--- src/rtl/firebird7_in_gate2_tessent_ssn_pipe_ctrl.sv ---
// Sequencer for the SSN bus input pipeline of firebird7_in_gate2.
// Holds the pipeline stages in flush until a run is configured. It then
// releases the stages input-first and frames the pipe output into packets.
// On stop it finishes the current packet and flushes the stages again.
module firebird7_in_gate2_tessent_ssn_pipe_ctrl #(
  parameter int PIPE_DEPTH = 2,
  parameter int PKT_W      = 16
) (
  input  logic                  bus_clock,
  input  logic                  bus_sync_reset,
  input  logic                  cfg_valid,
  output logic                  cfg_ready,
  input  logic                  cfg_enable,
  input  logic [PKT_W-1:0]      cfg_packet_size,
  output logic [PIPE_DEPTH-1:0] stage_flush,
  output logic                  bus_valid,
  output logic                  pkt_start,
  output logic                  pkt_end,
  output logic [7:0]            pkt_count,
  output logic                  busy
);

  typedef enum logic [2:0] {
    S_IDLE,
    S_FLUSH,
    S_FILL,
    S_RUN,
    S_DRAIN
  } state_t;

  state_t                r_state, w_state_nxt;
  logic [3:0]            r_fill, w_fill_nxt;
  logic [PKT_W-1:0]      r_beat, w_beat_nxt;
  logic [PKT_W-1:0]      r_size, w_size_nxt;
  logic [PKT_W-1:0]      r_pend_size, w_pend_size_nxt;
  logic                  r_pend_vld, w_pend_vld_nxt;
  logic                  r_stop_pend, w_stop_pend_nxt;
  logic [7:0]            r_pkt_count, w_pkt_count_nxt;
  logic [PIPE_DEPTH-1:0] r_stage_flush, w_flush_nxt;
  logic                  r_bus_valid, r_pkt_start, r_pkt_end, r_busy;
  logic                  w_bus_valid_nxt, w_pkt_start_nxt, w_pkt_end_nxt, w_busy_nxt;
  logic                  w_accept, w_acc_run, w_acc_stop, w_last_beat;

  // Configuration is only taken while idle or streaming.
  assign cfg_ready   = (r_state == S_IDLE) || (r_state == S_RUN);
  assign w_accept    = cfg_valid && cfg_ready;
  assign w_acc_run   = w_accept && cfg_enable && (cfg_packet_size != '0);
  assign w_acc_stop  = w_accept && !cfg_enable;
  assign w_last_beat = (r_beat == (r_size - PKT_W'(1)));

  assign stage_flush = r_stage_flush;
  assign bus_valid   = r_bus_valid;
  assign pkt_start   = r_pkt_start;
  assign pkt_end     = r_pkt_end;
  assign pkt_count   = r_pkt_count;
  assign busy        = r_busy;

  // Next-state, counters and pending-configuration bookkeeping.
  always_comb begin
    w_state_nxt     = r_state;
    w_fill_nxt      = r_fill;
    w_beat_nxt      = r_beat;
    w_size_nxt      = r_size;
    w_pend_size_nxt = r_pend_size;
    w_pend_vld_nxt  = r_pend_vld;
    w_stop_pend_nxt = r_stop_pend;
    w_pkt_count_nxt = r_pkt_count;
    case (r_state)
      S_IDLE: begin
        w_pend_vld_nxt  = 1'b0;
        w_stop_pend_nxt = 1'b0;
        if (w_acc_run) begin
          w_size_nxt  = cfg_packet_size;
          w_state_nxt = S_FLUSH;
        end
      end
      S_FLUSH: begin
        w_fill_nxt  = 4'd0;
        w_state_nxt = S_FILL;
      end
      S_FILL: begin
        if (r_fill == 4'(PIPE_DEPTH - 1)) begin
          w_beat_nxt  = '0;
          w_state_nxt = S_RUN;
        end else begin
          w_fill_nxt = r_fill + 4'd1;
        end
      end
      S_RUN: begin
        // An accept on the last beat still counts toward the boundary below.
        if (w_acc_run) begin
          w_pend_size_nxt = cfg_packet_size;
          w_pend_vld_nxt  = 1'b1;
        end
        if (w_acc_stop) begin
          w_stop_pend_nxt = 1'b1;
        end
        if (w_last_beat) begin
          w_pkt_count_nxt = r_pkt_count + 8'd1;
          w_beat_nxt      = '0;
          if (w_stop_pend_nxt) begin
            w_state_nxt     = S_DRAIN;
            w_pend_vld_nxt  = 1'b0;
            w_stop_pend_nxt = 1'b0;
          end else if (w_pend_vld_nxt) begin
            w_size_nxt     = w_pend_size_nxt;
            w_pend_vld_nxt = 1'b0;
          end
        end else begin
          w_beat_nxt = r_beat + PKT_W'(1);
        end
      end
      S_DRAIN: begin
        w_pend_vld_nxt  = 1'b0;
        w_stop_pend_nxt = 1'b0;
        w_state_nxt     = S_IDLE;
      end
      default: w_state_nxt = S_IDLE;
    endcase
  end

  // Output decode from the upcoming state so every output is registered.
  always_comb begin
    w_flush_nxt = '1;
    if (w_state_nxt == S_FILL) begin
      for (int i = 0; i < PIPE_DEPTH; i++) begin
        w_flush_nxt[i] = (4'(i) > w_fill_nxt);
      end
    end else if (w_state_nxt == S_RUN) begin
      w_flush_nxt = '0;
    end
    w_bus_valid_nxt = (w_state_nxt == S_RUN);
    w_pkt_start_nxt = w_bus_valid_nxt && (w_beat_nxt == '0);
    w_pkt_end_nxt   = w_bus_valid_nxt && (w_beat_nxt == (w_size_nxt - PKT_W'(1)));
    w_busy_nxt      = (w_state_nxt != S_IDLE);
  end

  // Control state and registered outputs; reset returns to a flushed idle pipe.
  always_ff @(posedge bus_clock) begin
    if (bus_sync_reset) begin
      r_state       <= S_IDLE;
      r_pend_vld    <= 1'b0;
      r_stop_pend   <= 1'b0;
      r_pkt_count   <= 8'd0;
      r_stage_flush <= '1;
      r_bus_valid   <= 1'b0;
      r_pkt_start   <= 1'b0;
      r_pkt_end     <= 1'b0;
      r_busy        <= 1'b0;
    end else begin
      r_state       <= w_state_nxt;
      r_pend_vld    <= w_pend_vld_nxt;
      r_stop_pend   <= w_stop_pend_nxt;
      r_pkt_count   <= w_pkt_count_nxt;
      r_stage_flush <= w_flush_nxt;
      r_bus_valid   <= w_bus_valid_nxt;
      r_pkt_start   <= w_pkt_start_nxt;
      r_pkt_end     <= w_pkt_end_nxt;
      r_busy        <= w_busy_nxt;
    end
  end

  // Counters and sizes; always reloaded before use, so no reset needed.
  always_ff @(posedge bus_clock) begin
    r_fill      <= w_fill_nxt;
    r_beat      <= w_beat_nxt;
    r_size      <= w_size_nxt;
    r_pend_size <= w_pend_size_nxt;
  end

endmodule

--- config.mk ---
export PLATFORM = sky130hd
export DESIGN_NAME = firebird7_in_gate2_tessent_ssn_pipe_ctrl
export DESIGN_NICKNAME = d
export VERILOG_FILES = /design/src/rtl/firebird7_in_gate2_tessent_ssn_pipe_ctrl.sv
export SDC_FILE = /design/constraint.sdc
export NUM_CORES = 1
export LEC_CHECK = 0
export ABC_AREA = 1
export BUFFER_PORTS_ARGS = -buffer_cell sky130_fd_sc_hd__buf_4
export CAP_MARGIN = 40
export CORE_UTILIZATION = 46
export DETAILED_ROUTE_END_ITERATION = 8
export GPL_TIMING_DRIVEN = 0
export PLACE_DENSITY = 0.61
export SYNTH_ARGS = -nofsm -noshare
export SYNTH_HDL_FRONTEND = slang
export SYNTH_SLANG_ARGS = --single-unit
--- constraint.sdc ---
create_clock -name bus_clock -period 3.34 [get_ports bus_clock]
set_input_delay 0.334 -clock bus_clock [delete_from_list [all_inputs] [get_ports bus_clock]]
set_output_delay 0.334 -clock bus_clock [all_outputs]
set_load 0.1 [all_outputs]
==> results of run 1 <==
## tightest hold or removal path, cell delays in order
cell and delay [ps]:
sky130_fd_sc_hd__buf_4 90, sky130_fd_sc_hd__nand2_1 60, sky130_fd_sc_hd__nand2_1 70
## sequential cells by signal, summed over array words and instances, names as in the netlist, 2 cells and up
name         flops
r_beat          16
r_pend_size     16
r_size          16
pkt_count        8
r_fill           4
r_state          3
stage_flush      2
## final timing paths
path	start	end	slack [ps]	depth (start not counted)
setup reg to reg	r_size[1]$_DFF_P_	pkt_end$_SDFF_PP0_	190	29
setup / recovery	r_size[1]$_DFF_P_	pkt_end$_SDFF_PP0_	190	29
hold reg to reg	pkt_count[7]$_SDFFE_PP0P_	pkt_count[7]$_SDFFE_PP0P_	480	2
hold / removal	cfg_packet_size[15]	r_pend_size[15]$_DFFE_PN_	320	3
## report_power, final
part | total [W] | internal (W) | switching [W]
sequential | 0.00116 | 0.00105 | 0.000110
combinational | 0.00367 | 0.00125 | 0.00242
clock | 0.000973 | 0.000576 | 0.000396
total | 0.00580 | 0.00287 | 0.00293
## area by class of cell
class	count	area share
sequential	71	0.234
timing repair buffer	48	0.0531
multi-input combinational	723	0.550
buffer	30	0.0280
inverter	111	0.0621
tap	168	0.0310
clock buffer	10	0.0337
clock inverter	5	0.00866
## logic make-up after synthesis
kind of cell | synth area share
compound gates | 0.0886
xor+xnor | 0.0435
fa+ha+maj | 0.0130
buf+inv | 0.104
flops | 0.274
simple gates | 0.477
## per-stage QoR
stage | instances | util
finish | 1166 | 0.561
global route | 1166 | 0.561
CTS | 1154 | 0.543
detailed placement | 1137 | 0.515
floorplan | 936 | -
global placement | 1137 | 0.515
## synthesized netlist by cell type (2+ instances only)
library cell               count
sky130_fd_sc_hd__nand2_1     355
sky130_fd_sc_hd__inv_1        97
sky130_fd_sc_hd__nor2_1       78
sky130_fd_sc_hd__nand3_1      64
sky130_fd_sc_hd__dfxtp_1      55
sky130_fd_sc_hd__o21ai_0      36
sky130_fd_sc_hd__a21oi_1      27
sky130_fd_sc_hd__nand2_2      18
sky130_fd_sc_hd__edfxtp_1     16
sky130_fd_sc_hd__nand3b_1     16
sky130_fd_sc_hd__xnor2_1      15
sky130_fd_sc_hd__inv_2        14
sky130_fd_sc_hd__buf_2        13
sky130_fd_sc_hd__nand4_1      12
sky130_fd_sc_hd__nor2_2       12
sky130_fd_sc_hd__nor2_4       10
sky130_fd_sc_hd__xor2_1       10
sky130_fd_sc_hd__clkbuf_1      8
sky130_fd_sc_hd__nor3_1        8
sky130_fd_sc_hd__a22oi_1       7
sky130_fd_sc_hd__nand3_2       7
sky130_fd_sc_hd__ha_1          6
sky130_fd_sc_hd__nand2_4       6
sky130_fd_sc_hd__buf_6         5
sky130_fd_sc_hd__nor4_1        5
sky130_fd_sc_hd__buf_4         4
sky130_fd_sc_hd__o22ai_1       4
sky130_fd_sc_hd__o21ai_1       3
sky130_fd_sc_hd__o21ai_2       3
sky130_fd_sc_hd__nor3_2        2
sky130_fd_sc_hd__nor3b_1       2
## timing repair
item,4_1_cts,5_1_grt
hold buffers,0,0
gates resized for setup,10,38
endpoints found under the setup margin,1,2
setup buffers,3,12
pin swaps,5,29
## per-layer routing
metal / vias to the layer above / track usage
met4: 0 / 0.0866
met3: 15 / 0.0270
li1: 3085 / -
met5: - / 0
met1: 2598 / 0.394
met2: 120 / 0.420
==> impl_metrics.toml, run 1 <==
[outcome]
status = "finished, final reports clean"

[grt]
overflow = 0
antenna_violations_before_repair = 0
grt_first_pass_wirelength_um = 27000
grt_start_max_net_pins = 26
groute.usage.overall = 0.271
grt_pass1_vias = 5178

[placement]
placement.setup.worst_slack_ps = -302
place.port_buffers = 33
place.gp.congestion = 0.903
placedInstanceArea_um2 = 6240
place_hpwl_um = 13100

[clock_network]
ctsRootBufferMaster = "sky130_fd_sc_hd__clkbuf_16"
clock-sinks = 71
htree_num_levels = 3
cts.reportedPaths.clkPinSlew_ps = 60
tritoncts_buffer_count = 9
clock_path_buffers = 2
cts_tree = "done"
clock_latency_ps = 350

[worst_setup_path]
critPathSlowestCell = "sky130_fd_sc_hd__dfxtp_2"
cp-end-kind = "flop"
crit_arrival_ps = 3430
timing.critical_path.slowest_cell_delay_ps = 330
critical_path_class = "flop to flop"
critical-path-top-delay-family = "simple AND/OR/NAND/NOR gates"
timing.critical_path.from_type = "flop"
cell_with_the_most_instances_on_the_worst_path = "sky130_fd_sc_hd__nand2_2"
path_buf_inv = 4
timing.critical_path.fanout_max = 8
critPathRequiredTime_ps = 3620

[synthesis]
synthesis.instances = 936
synthDominantAreaCellType = "sky130_fd_sc_hd__nand2_1"
ys_ff_latch = 71
synth_ff_type = "sky130_fd_sc_hd__dfxtp_1"
yosys-top-cells-area = "sky130_fd_sc_hd__nand2_1 23%, sky130_fd_sc_hd__dfxtp_1 19%, sky130_fd_sc_hd__edfxtp_1 8.3%, sky130_fd_sc_hd__inv_1 6.3%, sky130_fd_sc_hd__nand3_1 5.5%"
yosysSeqAreaShare = 0.274
ys_types = 49
syn-num-nets = 962
synth_edf_count = 16
async_flop_share = 0
yosys_warnings = 0
synth.avg_cell_area_um2 = 6.17
mappedNetlistArea_um2 = 5780
synth_top_area_frac = 0.231

[detailed_routing]
detail_route.first_pass.iterations = 5
drt-initial-drc-count = 316
drtAntennaViolNets = 0
routed-wl-met3_um = 825
avgRoutedWirePerCell_um = 14.3
route.layer.met1.wl_um = 8180
routed_wire_length_um = 16600
via_count = 5818
post-route-drc-count = 0
detail_route.vias_per_cell = 4.99
dr.max_layer_used = "met4"
wl_met2_um = 7360

[timing]
period_share = 0.943
grt_setup_unrepaired = "true"
drv_slew = 0
fin_worst_hold_slack_ps = 323
report.final.setup_viol = 0
setup_ws_ps = 192
max_freq_mhz = 318
max-slew-margin-rel = 0.546
hold_viol = 0
setup-tns-final_ps = 0
tightest_slew_ps = 682
fin_crit_ps = 3150
setup_skew_after_layout_ps = 13.5

[final_layout]
drive_above_1_share = 0.198
most-common-layout-cells = "343 x sky130_fd_sc_hd__nand2_1, 93 x sky130_fd_sc_hd__inv_1, 69 x sky130_fd_sc_hd__nor2_1, 61 x sky130_fd_sc_hd__nand3_1, 53 x sky130_fd_sc_hd__dfxtp_1"
multi_input_area_um2 = 3730
insertedDiodeCount = 0
register_area_um2 = 1590
area_growth_from_synthesis_to_final_layout_pct = 17.6
n_fill_cell = 1318
final_area_um2 = 6790
final_net_count = 1020
final_common_cell = "sky130_fd_sc_hd__nand2_1"

[floorplan]
dieWidth_um = 114
num_rows = 40
boundaryPins = 35
die_y_extent_um = 114
start_util = 0.477
die-area_um2 = 13000
core_um2 = 12100

[pwr]
cellLeakagePower_nw = 3.26
p_per_area_nw_per_um2 = 854
worst_ir_drop_vdd_uv = 352
finalPower_w = 0.00580

[flow_run]
max-cap-violations = 0

[worst_hold_path]
hold_path_class = "primary input to flop"
Note: power is estimated with default switching activity, not from simulation.
==> inputs of run 2 (changes only) <==
CORE_UTILIZATION = 55   (was 46)
CTS_CLUSTER_DIAMETER = 50   (was not set)
PLACE_DENSITY = 0.71   (was 0.61)
SKIP_LAST_GASP = 1   (was not set)
==> run 2 against run 1 <==
  * Non-clock buffer count is 12 higher
  * Setup slack got worse by 81 ps
  * Die area fell by 16%
  * Clock skew is 1.1 ps higher
  * Maximum frequency is 2.5% lower
  * Register-to-register slack got worse by 80 ps
  * Global-route usage rose by 4.5 points
  * Design area rose by 0.44%
  * Sequential power barely moved
  * Via count is 5.4% higher
  * Critical endpoint unchanged
==> impl_metrics.toml, run 2 (same netlist as run 1, synthesis figures left out) <==
[worst_setup_path]
cp-end-kind = "flop"
critical_path_class = "flop to flop"
timing.critical_path.slowest_cell_delay_ps = 360
worst_path_cell_chain = "inv_2 -> ha_4 -> nor2_1 -> nor3b_1 -> nand3_1 -> nand3b_1 -> nor2_2 -> buf_6 -> nand2_2 -> nand2_2 -> nand2_2 -> nand2_2 -> inv_4 -> ha_4 -> nand3_2 -> nand2_2 -> nand3_2 -> nor2_2 -> nand2_1 -> nor2_1 -> nand2_1 -> nor2_2 -> nand3_2 -> nor2_1"
critPathRequiredTime_ps = 3640
crit_arrival_ps = 3530
path_buf_inv = 3
critical-path-top-delay-family = "simple AND/OR/NAND/NOR gates"
critPathSlowestCell = "sky130_fd_sc_hd__dfxtp_2"
timing.critical_path.fanout_max = 3
timing.critical_path.from_type = "flop"
cell_with_the_most_instances_on_the_worst_path = "sky130_fd_sc_hd__nand2_2"

[final_layout]
final_net_count = 1032
final_common_cell = "sky130_fd_sc_hd__nand2_1"
largest_registers = "r_beat (16), r_pend_size (16), r_size (16)"
multi_input_area_um2 = 3800
drive_above_1_share = 0.222
n_fill_cell = 969
most-common-layout-cells = "339 x sky130_fd_sc_hd__nand2_1, 93 x sky130_fd_sc_hd__inv_1, 65 x sky130_fd_sc_hd__nor2_1, 61 x sky130_fd_sc_hd__buf_4, 57 x sky130_fd_sc_hd__nand3_1"
register_area_um2 = 1590
insertedDiodeCount = 0
area_growth_from_synthesis_to_final_layout_pct = 18.1
final_util = 0.667

[pwr]
sequentialPowerShare = 0.201
p_per_area_nw_per_um2 = 848
finalPower_w = 0.00579
switching_share = 0.524
share_clk_of_total_power = 0.121
combinationalPowerShare = 0.678
power_switching_w = 0.00303
cellLeakagePower_nw = 3.28
internal-power_w = 0.00276
worst_ir_drop_vdd_uv = 431

[floorplan]
dieWidth_um = 104
die_y_extent_um = 104
start_util = 0.565
core_um2 = 10200
boundaryPins = 35
die-area_um2 = 10900
num_rows = 37

[grt]
grt_first_pass_wirelength_um = 27300
grt_start_max_net_pins = 17
groute.usage.overall = 0.316
grt_pass1_vias = 5632
antenna_violations_before_repair = 0
overflow = 0

[detailed_routing]
drt-initial-drc-count = 484
avgRoutedWirePerCell_um = 14.8
post-route-drc-count = 0
detail_route.vias_per_cell = 5.35
drtAntennaViolNets = 0
detail_route.first_pass.iterations = 5
routed_wire_length_um = 17000
via_count = 6131

[clock_network]
cts.reportedPaths.clkPinSlew_ps = 80
hold_buffers = 0
cts_tree = "done"
ctsRootBufferMaster = "sky130_fd_sc_hd__clkbuf_8"
tritoncts_buffer_count = 9
clock-sinks = 71
clock_path_buffers = 2
htree_num_levels = 3
clock_latency_ps = 370

[flow_run]
max-cap-violations = 0

[timing]
grt_setup_unrepaired = "true"
tightest_slew_ps = 737
setup_skew_after_layout_ps = 14.6
max_freq_mhz = 310
fin_worst_hold_slack_ps = 331
max-slew-margin-rel = 0.507
hold_viol = 0
drv_slew = 0
fin_crit_ps = 3230
period_share = 0.967
report.final.setup_viol = 0

[placement]
place.port_buffers = 33
place_hpwl_um = 13200
place.gp.congestion = 0.940

[outcome]
status = "finished, final reports clean"

[worst_hold_path]
hold_path_class = "primary input to flop"
==> run 2: timing repair <==
item | CTS | global route
resized for setup | 8 | 61
buffers inserted | 6 | 21
cloned | 0 | 0
pin swaps | 3 | 29
setup endpoints to repair | 1 | 1
==> run 2: worst paths after layout <==
path | startpoint | end | slack [ps] | cells past startpoint
min | cfg_packet_size[14] | r_pend_size[14]$_DFFE_PN_ | 330 | 3
min reg2reg | pkt_count[7]$_SDFFE_PP0P_ | pkt_count[7]$_SDFFE_PP0P_ | 470 | 2
max | r_size[1]$_DFF_P_ | pkt_end$_SDFF_PP0_ | 110 | 24
max reg2reg | r_size[1]$_DFF_P_ | pkt_end$_SDFF_PP0_ | 110 | 24
==> run 2: final cells by class <==
type,count,area share
timing repair buffer,61,0.0688
inverter,111,0.0627
clock inverter,5,0.00844
tap,136,0.0249
clock buffer,11,0.0193
sequential,71,0.233
buffer,29,0.0264
multi-input combinational,723,0.556
==> run 2: per-layer routing <==
metal  part of all wire  wire, um  up-vias  GRT usage
li1                   -         -     3105          -
met1               0.46      7760     2793      0.419
met2               0.45      7690      194      0.515
met3              0.057       961       39     0.0495
met4              0.035       587        0      0.122
met5                  0         0        -          0
==> run 2: power groups by stage <==
stage / combinational, W / clock (W) / sequential, W
4_1_cts: 0.00342 / 0.000705 / 0.00115
5_1_grt: 0.00433 / 0.000734 / 0.00118
3_5_place_dp: 0.00336 / 0 / 0.00116
2_1_floorplan: 0.00253 / 0 / 0.00127
3_3_place_gp: 0.00330 / 0 / 0.00115
6_report: 0.00392 / 0.000698 / 0.00116
==> run 2: stage by stage <==
step                      setup WS, ps  area (um2)  instances  setup TNS (ps)
after CTS                         4.89        6460       1127               0
after detailed placement          -325        6210       1106            -325
after global placement            -272        6190       1105            -294
final                              111        6820       1147               0
after floorplan                    308        5780        936               0
after global routing             -74.3        6820       1147           -74.3
==> run 2: worst register-to-register path: cells and delay by family, from the launching register on <==
| family | cells | cell delay [ps] |
|---|---|---|
| buf+inv | 3 | 230 |
| flops | 1 | 360 |
| fa+ha+maj | 2 | 520 |
| simple gates | 19 | 2070 |
